### src/rtl/chunked_serial_adder.sv
// Multi-cycle add/subtract unit: adds DATA_WIDTH-bit operands CHUNK_WIDTH bits per clock,
// LSB chunk first, with a rippled carry, start/ready/valid handshake and carry/overflow flags.
module chunked_serial_adder #(
    parameter int DATA_WIDTH  = 16,
    parameter int CHUNK_WIDTH = 4
) (
    input  logic                  Clk,
    input  logic                  Reset_n,
    input  logic                  Start_In,
    input  logic                  Sub_Mode_In,
    input  logic                  Carry_In,
    input  logic [DATA_WIDTH-1:0] Data_A_In,
    input  logic [DATA_WIDTH-1:0] Data_B_In,
    output logic                  Ready_Out,
    output logic                  Valid_Out,
    output logic [DATA_WIDTH-1:0] Sum_Out,
    output logic                  Carry_Out,
    output logic                  Overflow_Out
);

    localparam int NUM_CHUNKS = DATA_WIDTH / CHUNK_WIDTH;
    localparam int CNT_W      = (NUM_CHUNKS > 1) ? $clog2(NUM_CHUNKS) : 1;
    localparam logic [CNT_W-1:0] LAST_CHUNK = CNT_W'(NUM_CHUNKS - 1);

    typedef enum logic [1:0] {
        IDLE = 2'd0,
        RUN  = 2'd1,
        DONE = 2'd2
    } state_t;

    state_t                  state;
    logic [CNT_W-1:0]        cnt;
    logic [DATA_WIDTH-1:0]   a_reg;
    logic [DATA_WIDTH-1:0]   b_reg;
    logic [DATA_WIDTH-1:0]   acc;
    logic                    carry;

    logic [CHUNK_WIDTH-1:0]  a_chunk;
    logic [CHUNK_WIDTH-1:0]  b_chunk;
    logic [CHUNK_WIDTH:0]    chunk_sum;
    logic [DATA_WIDTH-1:0]   sum_next;

    // The carry into the MSB is recovered from the MSB sum bit: s = a ^ b ^ cin.
    function automatic logic overflow_flag(input logic a_msb, input logic b_msb,
                                           input logic s_msb, input logic c_out);
        return (a_msb ^ b_msb ^ s_msb) ^ c_out;
    endfunction

    always_comb begin
        a_chunk   = a_reg[cnt*CHUNK_WIDTH +: CHUNK_WIDTH];
        b_chunk   = b_reg[cnt*CHUNK_WIDTH +: CHUNK_WIDTH];
        chunk_sum = {1'b0, a_chunk} + {1'b0, b_chunk} + {{CHUNK_WIDTH{1'b0}}, carry};
        sum_next  = acc;
        sum_next[cnt*CHUNK_WIDTH +: CHUNK_WIDTH] = chunk_sum[CHUNK_WIDTH-1:0];
    end

    always_ff @(posedge Clk) begin
        if (!Reset_n) begin
            state        <= IDLE;
            cnt          <= '0;
            Ready_Out    <= 1'b1;
            Valid_Out    <= 1'b0;
            Sum_Out      <= '0;
            Carry_Out    <= 1'b0;
            Overflow_Out <= 1'b0;
        end else begin
            Valid_Out <= 1'b0;
            case (state)
                IDLE: begin
                    if (Start_In) begin
                        // Subtraction is A + ~B + 1, so the add path is shared.
                        a_reg     <= Data_A_In;
                        b_reg     <= Sub_Mode_In ? ~Data_B_In : Data_B_In;
                        carry     <= Sub_Mode_In ? 1'b1 : Carry_In;
                        cnt       <= '0;
                        state     <= RUN;
                        Ready_Out <= 1'b0;
                    end
                end
                RUN: begin
                    acc   <= sum_next;
                    carry <= chunk_sum[CHUNK_WIDTH];
                    cnt   <= cnt + 1'b1;
                    if (cnt == LAST_CHUNK) begin
                        Sum_Out      <= sum_next;
                        Carry_Out    <= chunk_sum[CHUNK_WIDTH];
                        Overflow_Out <= overflow_flag(a_reg[DATA_WIDTH-1], b_reg[DATA_WIDTH-1],
                                                      sum_next[DATA_WIDTH-1],
                                                      chunk_sum[CHUNK_WIDTH]);
                        Valid_Out    <= 1'b1;
                        state        <= DONE;
                    end
                end
                DONE: begin
                    state     <= IDLE;
                    Ready_Out <= 1'b1;
                end
                default: begin
                    state     <= IDLE;
                    Ready_Out <= 1'b1;
                end
            endcase
        end
    end

endmodule

### config.mk
export PLATFORM = sky130hd
export DESIGN_NAME = chunked_serial_adder
export DESIGN_NICKNAME = d
export VERILOG_FILES = /design/src/rtl/chunked_serial_adder.sv
export SDC_FILE = /design/constraint.sdc
export NUM_CORES = 1
export LEC_CHECK = 0
export CAP_MARGIN = 20
export CORE_ASPECT_RATIO = 1.25
export CORE_MARGIN = 2
export CORE_UTILIZATION = 45
export DETAILED_ROUTE_END_ITERATION = 10
export GPL_TIMING_DRIVEN = 0
export PLACE_DENSITY = 0.7
export SETUP_SLACK_MARGIN = 0.05
export SLEW_MARGIN = 20
export SYNTH_ARGS = -nofsm -noshare
export SYNTH_HDL_FRONTEND = slang
export SYNTH_SLANG_ARGS = --single-unit
export TNS_END_PERCENT = 10
### constraint.sdc
create_clock -name Clk -period 7.86 [get_ports Clk]
set_input_delay 1.965 -clock Clk [delete_from_list [all_inputs] [get_ports Clk]]
set_output_delay 1.965 -clock Clk [all_outputs]
set_load 0.005 [all_outputs]
==> reports/metrics.csv, run 1 <==
stage;metric;value;unit
grt;grt_antenna_before_repair;0;
synthesis;syn_area;3242;µm²
clocking;clock-root-buffer;clkbuf_8;
setup_path;rr_endpoint;Sum_Out[13];
cells_and_area;fin_cells;411;
synthesis;synth_top_family_by_area;compound AO/OA/AOI/OAI gates;
timing;slew_headroom;50.13;%
detailed_routing;ant_nets;0;
clocking;htree_levels;3;
floorplanning;die_h;98.90;µm
grt;grt_pass1_wl;9522;µm
synthesis;syn_avg_cell_area;13.02;µm²
grt;overflow;0;
detailed_routing;num_vias;2047;
setup_path;path_class;in -> reg;
timing;period_needed;3.660;ns
timing;setup_tns;0;ns
setup_path;r2r_cells;8;
cells_and_area;syn_to_final_growth;26.59;%
power_and_ir_drop;p_sw_share;24.77;%
grt;grt_max_degree;30;
grt;grt_pass1_vias;2077;
synthesis;ys.flop_type;edfxtp_1;
cells_and_area;final_nets;364;
synthesis;synthAdderAreaFrac;4.709;%
synthesis;syn_nets;297;
setup_path;cp_top_family;buffers and inverters;
clocking;path_clk_slew;0.08;ns
power_and_ir_drop;p_int;0.0005909;W
setup_path;start_kind;primary input;
setup_path;required;7.83;ns
setup_path;r2r-start;cnt[0];
placed_design;io_buffers;55;
cells_and_area;n_antenna_cell;0;
hold_path;min_path_cells;2;
grt;grt.total_usage;15.67;%
clocking;cts_buffer_depth;2;
clocking;cts.sinks;73;
floorplanning;die_w;79.92;µm
run;cap_violations;0;
clocking;cts_buffers;9;
placed_design;hpwl;4263;µm
synthesis;synth_edf_count;49;
detailed_routing;dr.pass1.iters;4;
hold_path;hp-start;Sum_Out[4];
timing;fin_skew;0.009594;ns
synthesis;netlist.area_leader.share;45.39;%
setup_path;critPathMaxFanout;16;
synthesis;synth.top_cells.by_area;edfxtp_1, dfxtp_1, mux4_2;
power_and_ir_drop;pwr-share-comb;13.0;%
synthesis;yosys_warnings;0;
setup_path;timing.critical_path.buf_inv;2;
synthesis;yosysMostFrequentCell;edfxtp_1;
setup_path;slowest_delay;0.69;ns
floorplanning;fp-row-count;34;
hold_path;hp-class;reg -> reg;
hold_path;min_to;Sum_Out[4];
synthesis;synth_seq_cells;73;
setup_path;critPathSlowestCell;and2_1;
synthesis;synth.area.mux_share;6.600;%
floorplanning;die_area;7903;µm²
synthesis;yosys.area_share.xor_xnor;5.403;%
synthesis;ys_types;36;
floorplanning;start_util;46.47;%
detailed_routing;drc;0;
synthesis;yosysTopAreaCell;edfxtp_1;
detailed_routing;wl;5603;µm
detailed_routing;drt_first_iter_violations;142;
detailed_routing;wire_per_inst;13.63;µm
power_and_ir_drop;p_switching;0.0001945;W
synthesis;yosys.area_share.simple;9.996;%
clocking;cts_tree;done;
synthesis;synthArstFlopShare;0;%
floorplanning;io_pins;57;
setup_path;path_cells;clkdlybuf4s50_1 > clkbuf_1 > and2_1;
detailed_routing;vias_per_cell;4.981;
timing;setup_viol;0;
clocking;hold_buffers;0;
setup_path;ff2ff_setup_slack;4.87;ns
timing;drv_slew;0;
timing;hold_viol;0;
clocking;cts_resized;0;
timing;worst_pin_slew;0.7480;ns
power_and_ir_drop;pwr-share-clk;32.0;%
power_and_ir_drop;irDropWorstVdd;0.1077;mV
timing;rsz0062_at_grt;no;
setup_path;cp.arrival;3.63;ns
floorplanning;core-area;6977;µm²
synthesis;synthesis.instances;249;
power_and_ir_drop;leakage;1.475;nW
power_and_ir_drop;power_density;191.4;nW/µm²
clocking;clk_latency;0.33;ns
placed_design;placed_cells;395;
placed_design;gp_congestion;0.8578;
placed_design;place_ws;3.801;ns
outcome;status;finished, final reports clean;
power_and_ir_drop;pwr-share-seq;54.9;%
timing;max_freq;273.2;MHz
synthesis;synth-seq-area-share;60.21;%
setup_path;critPathCaptureType;register;
synthesis;synth_compound_area_share;9.996;%
timing;fin_ws;4.200;ns
clocking;cts_setup_buffers;0;
cells_and_area;num-fill-cells;617;
timing;fin_crit_sh;46.57;%
cells_and_area;layout-drive-gt1-share;12.15;%
synthesis;yosys-top-cells-count;edfxtp_1, nand2_1, dfxtp_1;
-- stage by stage --
| step | util, % | hold slack, ns | total power, W | cell area (µm²) |
|---|---|---|---|---|
| 2_1_floorplan | - | 0.4464 | 0.0005035 | 3242 |
| 3_3_place_gp | 55.97 | 0.4422 | 0.0005406 | 3905 |
| 3_5_place_dp | 56.37 | 0.4450 | 0.0005442 | 3933 |
| 4_1_cts | 58.82 | 0.4558 | 0.0007922 | 4104 |
| 5_1_grt | 58.82 | 0.4917 | 0.0008202 | 4104 |
| 6_report | 58.82 | 0.4532 | 0.0007854 | 4104 |
-- final cells by class --
type	instances	area [µm²]	share of cell area (%)
multi-input combinational	150	1197	29.18
clock buffer	9	123.9	3.018
clock inverter	7	47.55	1.159
timing repair buffer	56	570.5	13.90
tap	90	112.6	2.744
sequential	73	1952	47.56
inverter	16	60.06	1.463
buffer	10	40.04	0.9756
-- power by group through the flow --
stage	clock network [W]	logic [W]	registers, W
final	0.000252	0.000102	0.000431
after global routing	0.000273	0.000114	0.000433
after CTS	0.000257	0.000104	0.000432
after detailed placement	0	0.000104	0.000440
after global placement	0	0.000100	0.000440
after floorplan	0	0.0000641	0.000439
-- worst reg2reg max path: stages (launching register included) --
cell and delay [ns]:
dfxtp_1 0.46, buf_2 0.37, mux4_2 0.58, fa_1 0.43, inv_1 0.09, fa_1 0.49, o22ai_1 0.21, nor2_1 0.08
nor3b_1 0.20
-- kinds of logic after synthesis --
family,after synthesis
xor+xnor,20
mux,11
flops,73
fa+ha+maj,11
buf+inv,26
compound gates,44
simple gates,64
-- layout by cell type (no fill, tap or decap), types with 2 or more instances in the layout --
cell,n
o21ai_0,14
a21boi_1,2
fa_1,2
mux4_2,8
dfxtp_1,24
mux2_2,3
clkbuf_8,9
nand2_1,26
a21oi_1,4
clkinvlp_4,4
nor2b_1,7
and2_1,2
and3_1,3
clkdlybuf4s50_1,55
nand3_1,7
o21ba_2,3
inv_1,15
nor2_1,6
buf_2,2
nand2b_1,5
nor3b_1,3
a21boi_0,10
a31o_2,3
ha_1,9
o211a_1,3
edfxtp_1,49
xor2_1,17
xnor2_1,3
clkbuf_1,8
-- worst max path at each step --
stage / start / slack [ns] / cells past startpoint / endpoint
after floorplan: Reset_n / 4.00 / 2 / a_reg[0]
after detailed placement: Reset_n / 3.80 / 3 / acc[12]
after CTS: Reset_n / 4.16 / 3 / acc[5]
after global routing: Reset_n / 4.08 / 3 / acc[5]
final: Reset_n / 4.20 / 3 / acc[15]
after global placement: Reset_n / 2.92 / 3 / a_reg[1]
-- routing by layer --
metal	global-route usage (%)	share of wire, %	wire length [µm]
met1	18.35	41	2294
met2	27.82	54	3018
met3	4.212	4.1	227
met4	4.563	1.1	62
met5	0	0	0
(Power assumes the default switching activity.)
==> inputs of run 2 (changes only) <==
- clock period: 7.86 -> 3.62 ns (I/O delays scaled with it)
==> results of run 2 <==
Same layout as run 1 (identical final DEF). Status: finished, final reports clean.
Main changes from that run: setup slack after placement 3.801 ns -> 0.5920 ns; setup slack after layout 4.200 ns -> 0.6271 ns; start point of the critical path Reset_n -> cnt[0]; end point of the critical path acc[15] -> Sum_Out[13]; register-to-register setup slack 4.87 ns -> 0.63 ns; total power 0.0007854 W -> 0.001705 W; worst IR drop on VDD 0.1077 mV -> 0.2339 mV
